[config.mk]
export PLATFORM = sky130hd
export DESIGN_NAME = mdlu_sequencer_flat
export DESIGN_NICKNAME = d
export VERILOG_FILES = /design/src/rtl/mdlu_sequencer_if.sv /design/src/rtl/mdlu_sequencer.sv /design/src/flat_wrapper.sv
export SDC_FILE = /design/constraint.sdc
export NUM_CORES = 1
export LEC_CHECK = 0
export CORE_UTILIZATION = 51
export DETAILED_ROUTE_END_ITERATION = 16
export GPL_TIMING_DRIVEN = 1
export PLACE_DENSITY_LB_ADDON = 0.05
export SLEW_MARGIN = 20
export SYNTH_ARGS = -nofsm -noshare
export SYNTH_HDL_FRONTEND = slang
export SYNTH_SLANG_ARGS = --single-unit
[constraint.sdc]
create_clock -name clock -period 9.9 [get_ports clock]
set_input_delay 1.98 -clock clock [delete_from_list [all_inputs] [get_ports clock]]
set_output_delay 1.98 -clock clock [all_outputs]
set_load 0.01 [all_outputs]
[src/rtl/mdlu_sequencer_if.sv]
// Command/result bundle between the decode stage (master) and the MDLU sequencer (slave).
interface mdlu_sequencer_if #(
  parameter int unsigned WIDTH = 32
);
  logic             start;
  logic [1:0]       op;
  logic [WIDTH-1:0] srcA;
  logic [WIDTH-1:0] srcB;
  logic             readHiLo;
  logic [WIDTH-1:0] hi;
  logic [WIDTH-1:0] lo;
  logic             busy;
  logic             done;
  logic             stall;

  modport master (
    output start, op, srcA, srcB, readHiLo,
    input  hi, lo, busy, done, stall
  );

  modport slave (
    input  start, op, srcA, srcB, readHiLo,
    output hi, lo, busy, done, stall
  );
endinterface

[src/rtl/mdlu_sequencer.sv]
// Multi-cycle signed multiply / restoring divide sequencer owning HI/LO.
// Magnitudes are iterated on one shared adder; signs are applied in the FIX state.
module mdlu_sequencer #(
  parameter int unsigned WIDTH = 32
) (
  input logic               clock,
  input logic               resetN,
  mdlu_sequencer_if.slave   bus
);

  localparam int unsigned CntW = $clog2(WIDTH);

  typedef enum logic [1:0] {StIdle, StCalc, StFix} state_e;
  typedef enum logic [1:0] {OpMult = 2'd0, OpDiv = 2'd1, OpZero = 2'd2, OpRsvd = 2'd3} op_e;

  state_e             state_q, state_d;
  logic [CntW-1:0]    cnt_q, cnt_d;
  logic [2*WIDTH-1:0] acc_q, acc_d;
  logic [WIDTH-1:0]   mcand_q, mcand_d;
  logic [WIDTH-1:0]   src_a_q, src_a_d;
  logic               is_div_q, is_div_d;
  logic               neg_q, neg_d;
  logic               rem_neg_q, rem_neg_d;
  logic               div_zero_q, div_zero_d;
  logic [WIDTH-1:0]   hi_q, hi_d;
  logic [WIDTH-1:0]   lo_q, lo_d;
  logic               done_q, done_d;

  logic [WIDTH-1:0]   mag_a, mag_b;
  logic [WIDTH:0]     add_a, add_b;
  logic               add_cin;
  logic [WIDTH+1:0]   sum;
  logic [2*WIDTH-1:0] prod_fix;
  logic [WIDTH-1:0]   quo_fix, rem_fix;

  assign mag_a = bus.srcA[WIDTH-1] ? -bus.srcA : bus.srcA;
  assign mag_b = bus.srcB[WIDTH-1] ? -bus.srcB : bus.srcB;

  // Shared adder: MULT adds multiplicand to the upper half; DIV trial-subtracts the divisor
  // from the shifted remainder, sum[WIDTH+1] set means no borrow.
  always_comb begin
    if (is_div_q) begin
      add_a   = acc_q[2*WIDTH-1:WIDTH-1];
      add_b   = ~{1'b0, mcand_q};
      add_cin = 1'b1;
    end else begin
      add_a   = {1'b0, acc_q[2*WIDTH-1:WIDTH]};
      add_b   = {1'b0, mcand_q};
      add_cin = 1'b0;
    end
    sum = (WIDTH+2)'(add_a) + (WIDTH+2)'(add_b) + (WIDTH+2)'(add_cin);
  end

  assign prod_fix = neg_q ? -acc_q : acc_q;
  assign quo_fix  = neg_q ? -acc_q[WIDTH-1:0] : acc_q[WIDTH-1:0];
  assign rem_fix  = rem_neg_q ? -acc_q[2*WIDTH-1:WIDTH] : acc_q[2*WIDTH-1:WIDTH];

  always_comb begin
    state_d    = state_q;
    cnt_d      = cnt_q;
    acc_d      = acc_q;
    mcand_d    = mcand_q;
    src_a_d    = src_a_q;
    is_div_d   = is_div_q;
    neg_d      = neg_q;
    rem_neg_d  = rem_neg_q;
    div_zero_d = div_zero_q;
    hi_d       = hi_q;
    lo_d       = lo_q;
    done_d     = 1'b0;

    case (state_q)
      StIdle: begin
        if (bus.start) begin
          case (op_e'(bus.op))
            OpMult, OpDiv: begin
              is_div_d   = (op_e'(bus.op) == OpDiv);
              acc_d      = {{WIDTH{1'b0}}, is_div_d ? mag_a : mag_b};
              mcand_d    = is_div_d ? mag_b : mag_a;
              src_a_d    = bus.srcA;
              neg_d      = bus.srcA[WIDTH-1] ^ bus.srcB[WIDTH-1];
              rem_neg_d  = bus.srcA[WIDTH-1];
              div_zero_d = (bus.srcB == '0);
              cnt_d      = '0;
              state_d    = StCalc;
            end
            OpZero: begin
              hi_d   = '0;
              lo_d   = '0;
              done_d = 1'b1;
            end
            default: ;
          endcase
        end
      end
      StCalc: begin
        if (is_div_q) begin
          if (sum[WIDTH+1]) acc_d = {sum[WIDTH-1:0], acc_q[WIDTH-2:0], 1'b1};
          else              acc_d = {acc_q[2*WIDTH-2:0], 1'b0};
        end else begin
          if (acc_q[0]) acc_d = {sum[WIDTH:0], acc_q[WIDTH-1:1]};
          else          acc_d = {1'b0, acc_q[2*WIDTH-1:1]};
        end
        cnt_d = cnt_q + CntW'(1);
        if (cnt_q == CntW'(WIDTH - 1)) state_d = StFix;
      end
      StFix: begin
        if (!is_div_q) begin
          hi_d = prod_fix[2*WIDTH-1:WIDTH];
          lo_d = prod_fix[WIDTH-1:0];
        end else if (div_zero_q) begin
          hi_d = src_a_q;
          lo_d = '1;
        end else begin
          hi_d = rem_fix;
          lo_d = quo_fix;
        end
        done_d  = 1'b1;
        state_d = StIdle;
      end
      default: state_d = StIdle;
    endcase
  end

  always_ff @(posedge clock or negedge resetN) begin
    if (!resetN) state_q <= StIdle;
    else         state_q <= state_d;
  end

  always_ff @(posedge clock or negedge resetN) begin
    if (!resetN) begin
      cnt_q      <= '0;
      acc_q      <= '0;
      mcand_q    <= '0;
      src_a_q    <= '0;
      is_div_q   <= 1'b0;
      neg_q      <= 1'b0;
      rem_neg_q  <= 1'b0;
      div_zero_q <= 1'b0;
      hi_q       <= '0;
      lo_q       <= '0;
      done_q     <= 1'b0;
    end else begin
      cnt_q      <= cnt_d;
      acc_q      <= acc_d;
      mcand_q    <= mcand_d;
      src_a_q    <= src_a_d;
      is_div_q   <= is_div_d;
      neg_q      <= neg_d;
      rem_neg_q  <= rem_neg_d;
      div_zero_q <= div_zero_d;
      hi_q       <= hi_d;
      lo_q       <= lo_d;
      done_q     <= done_d;
    end
  end

  assign bus.hi    = hi_q;
  assign bus.lo    = lo_q;
  assign bus.done  = done_q;
  assign bus.busy  = (state_q != StIdle);
  assign bus.stall = bus.busy & (bus.readHiLo | bus.start);

endmodule

[src/flat_wrapper.sv]
// flat-port wrapper written by rule: the top's interface ports become plain ports
module mdlu_sequencer_flat 
#(
  parameter int unsigned WIDTH = 32
)
  (clock, resetN, bus_start, bus_op, bus_srcA, bus_srcB, bus_readHiLo, bus_hi, bus_lo, bus_busy, bus_done, bus_stall);
  mdlu_sequencer_if #(.WIDTH(WIDTH)) bus_i ();
  input logic clock;
  input logic resetN;
  input wire logic [$bits(bus_i.start)-1:0] bus_start;
  input wire logic [$bits(bus_i.op)-1:0] bus_op;
  input wire logic [$bits(bus_i.srcA)-1:0] bus_srcA;
  input wire logic [$bits(bus_i.srcB)-1:0] bus_srcB;
  input wire logic [$bits(bus_i.readHiLo)-1:0] bus_readHiLo;
  output wire logic [$bits(bus_i.hi)-1:0] bus_hi;
  output wire logic [$bits(bus_i.lo)-1:0] bus_lo;
  output wire logic [$bits(bus_i.busy)-1:0] bus_busy;
  output wire logic [$bits(bus_i.done)-1:0] bus_done;
  output wire logic [$bits(bus_i.stall)-1:0] bus_stall;
  assign bus_i.start = bus_start;
  assign bus_i.op = bus_op;
  assign bus_i.srcA = bus_srcA;
  assign bus_i.srcB = bus_srcB;
  assign bus_i.readHiLo = bus_readHiLo;
  assign bus_hi = bus_i.hi;
  assign bus_lo = bus_i.lo;
  assign bus_busy = bus_i.busy;
  assign bus_done = bus_i.done;
  assign bus_stall = bus_i.stall;
  mdlu_sequencer #(.WIDTH(WIDTH)) u_core (.clock(clock), .resetN(resetN), .bus(bus_i));
endmodule
==> results of run 1 <==
==> metrics by stage <==
step                instances  utilization
floorplan                2027            -
global placement         2400        0.567
detailed placement       2400        0.567
CTS                      2446        0.594
global route             2446        0.594
finish                   2446        0.594
==> worst max-delay path, delay by kind of cell (launching register included) <==
family | cells | cell delay [ns]
adder cells (fa/ha/maj) | 1 | 0.44
flip-flops | 1 | 1.11
AND/OR/NAND/NOR | 2 | 0.69
AO/OA/AOI/OAI | 6 | 1.87
buffers and inverters | 3 | 1.23
==> layer usage <==
layer	GRT usage	up-vias	share of wire
li1	-	7292	-
met1	0.462	7576	0.41
met2	0.593	691	0.47
met3	0.0480	167	0.069
met4	0.166	0	0.053
met5	0	-	0
==> final cells by class <==
| type | instances | area share |
|---|---|---|
| clock buffers | 38 | 0.0411 |
| clock inverters | 8 | 0.00545 |
| inverters | 30 | 0.00613 |
| multi-input cells | 1615 | 0.561 |
| flip-flops and latches | 203 | 0.277 |
| well taps | 396 | 0.0270 |
| repair buffers | 156 | 0.0822 |
==> sequential cells by signal, summed over array words and instances, names as in the netlist <==
signal,cells
u_core.state_q,2
u_core.cnt_q,5
u_core.bus.hi,32
u_core.rem_neg_q,1
u_core.neg_q,1
u_core.acc_q,64
u_core.bus.lo,32
u_core.src_a_q,31
u_core.bus.done,1
u_core.is_div_q,1
u_core.mcand_q,32
u_core.div_zero_q,1
==> synthesized netlist by cell type, drive strengths merged, types with 29 or more instances <==
cell type | n | area, um2
xor2 | 139 | 1220
mux2 | 36 | 405
o21ai | 229 | 1150
a21oi | 125 | 626
dfrtp | 203 | 5080
nand2 | 321 | 1200
ha | 37 | 463
a211oi | 41 | 318
clkbuf | 154 | 578
a21o | 47 | 353
mux2i | 41 | 410
nor2 | 94 | 353
o31ai | 37 | 278
xnor2 | 68 | 596
a22oi | 31 | 233
inv | 30 | 113
o211ai | 29 | 223
==> cells by family after synthesis <==
logic type               Yosys count  synth area share
AO/OA/AOI/OAI                    659             0.260
XOR/XNOR                         207             0.112
adder cells (fa/ha/maj)           38            0.0299
buffers and inverters            209            0.0495
flip-flops                       203             0.314
multiplexers                      77            0.0505
AND/OR/NAND/NOR                  634             0.184
==> power by group through the flow <==
stage          Clock, uW  Sequential (uW)  Combinational [uW]
2_1_floorplan          0             1490                3930
3_3_place_gp           0             1890                5130
3_5_place_dp           0             1890                5170
4_1_cts              961             1880                5200
5_1_grt              995             1940                5750
6_report             955             1910                5270
==> worst max path at each step <==
stage	startpoint	to	cells after the start
after floorplan	bus_srcB[1]	u_core.acc_q[16]	10
after global placement	u_core.is_div_q	u_core.acc_q[53]	12
after detailed placement	u_core.is_div_q	u_core.acc_q[58]	11
after CTS	u_core.is_div_q	u_core.acc_q[54]	12
after global routing	u_core.is_div_q	u_core.acc_q[54]	12
final	u_core.is_div_q	u_core.acc_q[54]	12
==> out/metrics.yaml, run 1 <==
outcome:
  status: "complete, but fails checks"
  violations: "DRC"
job:
  cap_violations: 0
pwr:
  p_leak_uw: 0.00770
  power_uw: 8130
  clock_power_share: 0.117
  p_int_uw: 3950
  peakVddDrop_v: 0.000215
  power.density_nw_per_um2: 442
  switching_share: 0.514
  switchingPower_uw: 4180
  combPwrFrac: 0.648
  power_frac_seq: 0.235
worst_setup_path:
  arrival_ns: 5.95
  ff2ff_path_depth: 12
  reg2reg_slack_ns: 4.35
  cp-start-kind: "register"
  rr_endpoint: "u_core.acc_q[54]"
  rr_startpoint: "u_core.is_div_q"
  setup.worst_path.class: "register to register"
  critPathRequiredTime_ns: 10.30
  cp_max_fo: 72
  cp_cell_sequence: "buf_4 -> o21ai_0 -> ha_1 -> inv_1 -> o311ai_0 -> a2111oi_0 -> nor2_1 -> a211oi_4 -> buf_4 -> nand2_1 -> o21ai_0 -> o31ai_1"
  endpoint_kind: "register"
  slowest_delay_ns: 1.11
  crit_slowest_cell: "dfrtp_4"
clocking:
  cts_tree: "built"
  cts.hold.buffers_added: 0
  post_cts_buffers: 0
  cts_sinks: 203
  cts_buffers: 25
  htree_levels: 1
  clock_latency_ns: 0.54
  clk_pin_slew_ns: 0.07
  clockBufferDepth: 3
  root_buffer: "clkbuf_16"
  ctsResizeCount: 0
global_routing:
  grt_use_total: 0.357
  grt_pass1_vias: 15000
  grt_overflow_total: 0
  grt_max_degree: 99
  grt_pass1_wl_um: 89800
  antenna_found_initial: 0
logic_synthesis:
  syn-mean-instance-area_um2: 7.97
  synthesis.area_um2: 16200
  ys_seq_area_frac: 0.314
  synth-async-reset-ratio: 1.00
  synth_cell_types: 80
  synth_cells: 2027
  synth-edff-count: 0
  synth_nets: 2135
  ys.flop_type: "dfrtp_1"
  ys_ff_latch: 203
  synth_warnings: 0
routing:
  ant_nets: 0
  drc: 3
  vias: 15700
  drt-initial-drc-count: 1611
  dr.pass1.iters: 12
  via_per_inst: 6.43
  wl_per_cell_um: 23.8
  wl_um: 58200
sta:
  max_slew.worst_pin.slew_ns: 1.13
  finalCritPeriodShare: 0.561
  fmax_mhz: 180
  maxSlewHeadroom: 0.243
  tns_ns: 0
  finalHoldViolCount: 0
  slew_viol_final: 0
  setup_violations: 0
  fin_skew_ns: 0.0139
  hold_slack_ns: 0.472
  worst_slack_ns: 4.35
  rsz0062_at_grt: "no"
  finalCriticalPeriod_ns: 5.55
floorplan:
  initial_utilization: 0.523
  fp-row-count: 64
  pin_count: 137
  core_um2: 30900
  dieArea_um2: 32400
  dieWidth_um: 180
  die_y_um: 180
worst_hold_path:
  whs_path_depth: 1
  min-delay-start: "u_core.bus.lo[10]"
  hold_end: "u_core.bus.lo[10]"
  hold_path.class: "register to register"
layout:
  ff_latch_area_um2: 5080
  final_layout_size_suffix_gt1_frac: 0.0629
  synthToLayoutAreaGrowth_pct: 13.8
  mostFrequentLayoutCells: "321 x nand2_1, 213 x o21ai_0, 201 x dfrtp_1"
  fin_area_um2: 18400
  multi_input_area_um2: 10300
  nets: 2139
  mostFrequentLayoutCell: "nand2_1"
  fill_cells: 2868
  antenna_cells: 0
placed_design:
  dp_hpwl_um: 42700
  io_buffers: 136
  dp_slack_ns: 4.62
  dpl_cell_area_um2: 17500
  gp_routability_congestion: 0.979
Note: power is estimated with default switching activity, not from simulation.
==> run 2: changes to the inputs <==
clock period = 4.71 ns   (was 9.9 ns; I/O delays follow)
==> run 2 against run 1 <==
  * Critical endpoint is now u_core.acc_q[62]
  * Combinational power increased by 120%
  * Setup slack got worse by 4.0 ns
  * Via count increased by 1.5%
  * Clock power increased by 97%
  * Final area increased by 1.2%
  * Clock skew increased by 0.0063 ns
  * The run still ends with DRC left
  * Cell count increased by 1.3%
  * Global-route usage decreased by 0.19 points
  * Die area unchanged
==> out/metrics.yaml, run 2 (synthesized netlist as in run 1, its figures left out) <==
outcome:
  violations: "DRC"
  status: "complete, but fails checks"
floorplan:
  die_y_um: 180
  pin_count: 137
  core_um2: 30900
  initial_utilization: 0.523
  dieArea_um2: 32400
  fp-row-count: 64
  dieWidth_um: 180
pwr:
  peakVddDrop_v: 0.000449
  power.density_nw_per_um2: 926
  power_uw: 17200
  p_leak_uw: 0.00786
layout:
  largest_reg_flops: 64
  final_layout_size_suffix_gt1_frac: 0.0769
  nets: 2176
  final_util: 0.602
  synthToLayoutAreaGrowth_pct: 15.1
  mostFrequentLayoutCell: "nand2_1"
  max_flop_register: "u_core.acc_q"
  layout.cells.non_filler: 2477
  antenna_cells: 0
  mostFrequentLayoutCells: "321 x nand2_1, 213 x o21ai_0, 202 x dfrtp_1"
routing:
  drc: 3
  vias: 16000
  ant_nets: 0
  wl_per_cell_um: 23.4
  wl_um: 58000
  via_per_inst: 6.44
  dr.pass1.iters: 11
  drt-initial-drc-count: 1560
global_routing:
  grt_pass1_wl_um: 89600
  grt_overflow_total: 0
  grt_max_degree: 108
  grt_use_total: 0.355
  grt_use_met1: 0.456
  grtUsageMet2: 0.586
  use_met3: 0.0488
  grt_pass1_vias: 15300
  grt_most_used_layer: "met2"
  antenna_found_initial: 0
clocking:
  ctsResizeCount: 0
  post_cts_buffers: 0
  cts_tree: "built"
  cts.hold.buffers_added: 0
  cts_buffers: 25
  clk_pin_slew_ns: 0.06
  htree_levels: 1
  clockBufferDepth: 3
  clock_latency_ns: 0.56
  cts_sinks: 203
  root_buffer: "clkbuf_16"
sta:
  tns_ns: 0
  fin_skew_ns: 0.0202
  finalHoldViolCount: 0
  setup_violations: 0
  finalCriticalPeriod_ns: 4.39
  slew_viol_final: 0
  max_slew.worst_pin.slew_ns: 1.11
  maxSlewHeadroom: 0.257
  rsz0062_at_grt: "no"
  finalCritPeriodShare: 0.933
  fmax_mhz: 228
worst_hold_path:
  hold_path.class: "register to register"
  whs_path_depth: 1
worst_setup_path:
  cp_max_fo: 67
  endpoint_kind: "register"
  cp-start-kind: "register"
  ff2ff_path_depth: 11
  arrival_ns: 4.79
  setup.worst_path.class: "register to register"
  reg2reg_slack_ns: 0.32
  critPathRequiredTime_ns: 5.11
placed_design:
  dp_hpwl_um: 43100
  gp_routability_congestion: 0.983
  io_buffers: 136
  dp_cells: 2437
job:
  cap_violations: 0
==> run 2: cell types whose count changed in the layout (fill, tap and decap cells not counted), sizes merged <==
cell and delta:
clkinvlp -1, bufinv -1, clkbuf -6, clkinv +2, buf +37
==> run 2: routing by layer <==
| layer | wire length, um | share of wire |
|---|---|---|
| met4 | 3230 | 0.056 |
| met2 | 26800 | 0.46 |
| met1 | 23900 | 0.41 |
| met5 | 0 | 0 |
| met3 | 4080 | 0.070 |
==> run 2: path summary, 6_finish.rpt <==
path | to | from
min reg2reg | u_core.bus.lo[7] | u_core.bus.lo[7]
min | u_core.bus.lo[7] | u_core.bus.lo[7]
max | u_core.acc_q[62] | u_core.is_div_q
min in group asynchronous | u_core.acc_q[63] | resetN
max in group asynchronous | u_core.bus.hi[28] | resetN
max reg2reg | u_core.acc_q[62] | u_core.is_div_q
==> run 2: worst max-delay path, stage by stage (launching register included) <==
cell,delay (ns)
dfrtp_4,0.77
buf_4,0.30
o21ai_0,0.53
ha_1,0.43
a21oi_1,0.14
o21ai_1,0.39
a22oi_1,0.28
a21bo_2,0.30
a211o_1,0.31
and4_1,0.20
a2111oi_0,0.46
o31ai_1,0.11
==> run 2: through the flow <==
stage	worst slack, ns	area [um2]	hold slack, ns
2_1_floorplan	0.628	16200	0.440
3_3_place_gp	0.428	17800	0.462
3_5_place_dp	0.417	17800	0.465
4_1_cts	0.397	18600	0.478
5_1_grt	0.0665	18600	0.495
6_report	0.316	18600	0.476
==> run 2: area by class of cell <==
cell class,count,area (um2)
flip-flops and latches,203,5080
multi-input cells,1615,10300
well taps,396,495
clock buffers,32,692
clock inverters,8,87.6
fillers,2807,12300
repair buffers,193,1810
inverters,30,113
==> run 2: where the power goes <==
group,leakage [uW],internal [uW],switching [uW]
clock network,0.000388,1090,790
registers,0.00253,2560,1240
logic,0.00495,4770,6770
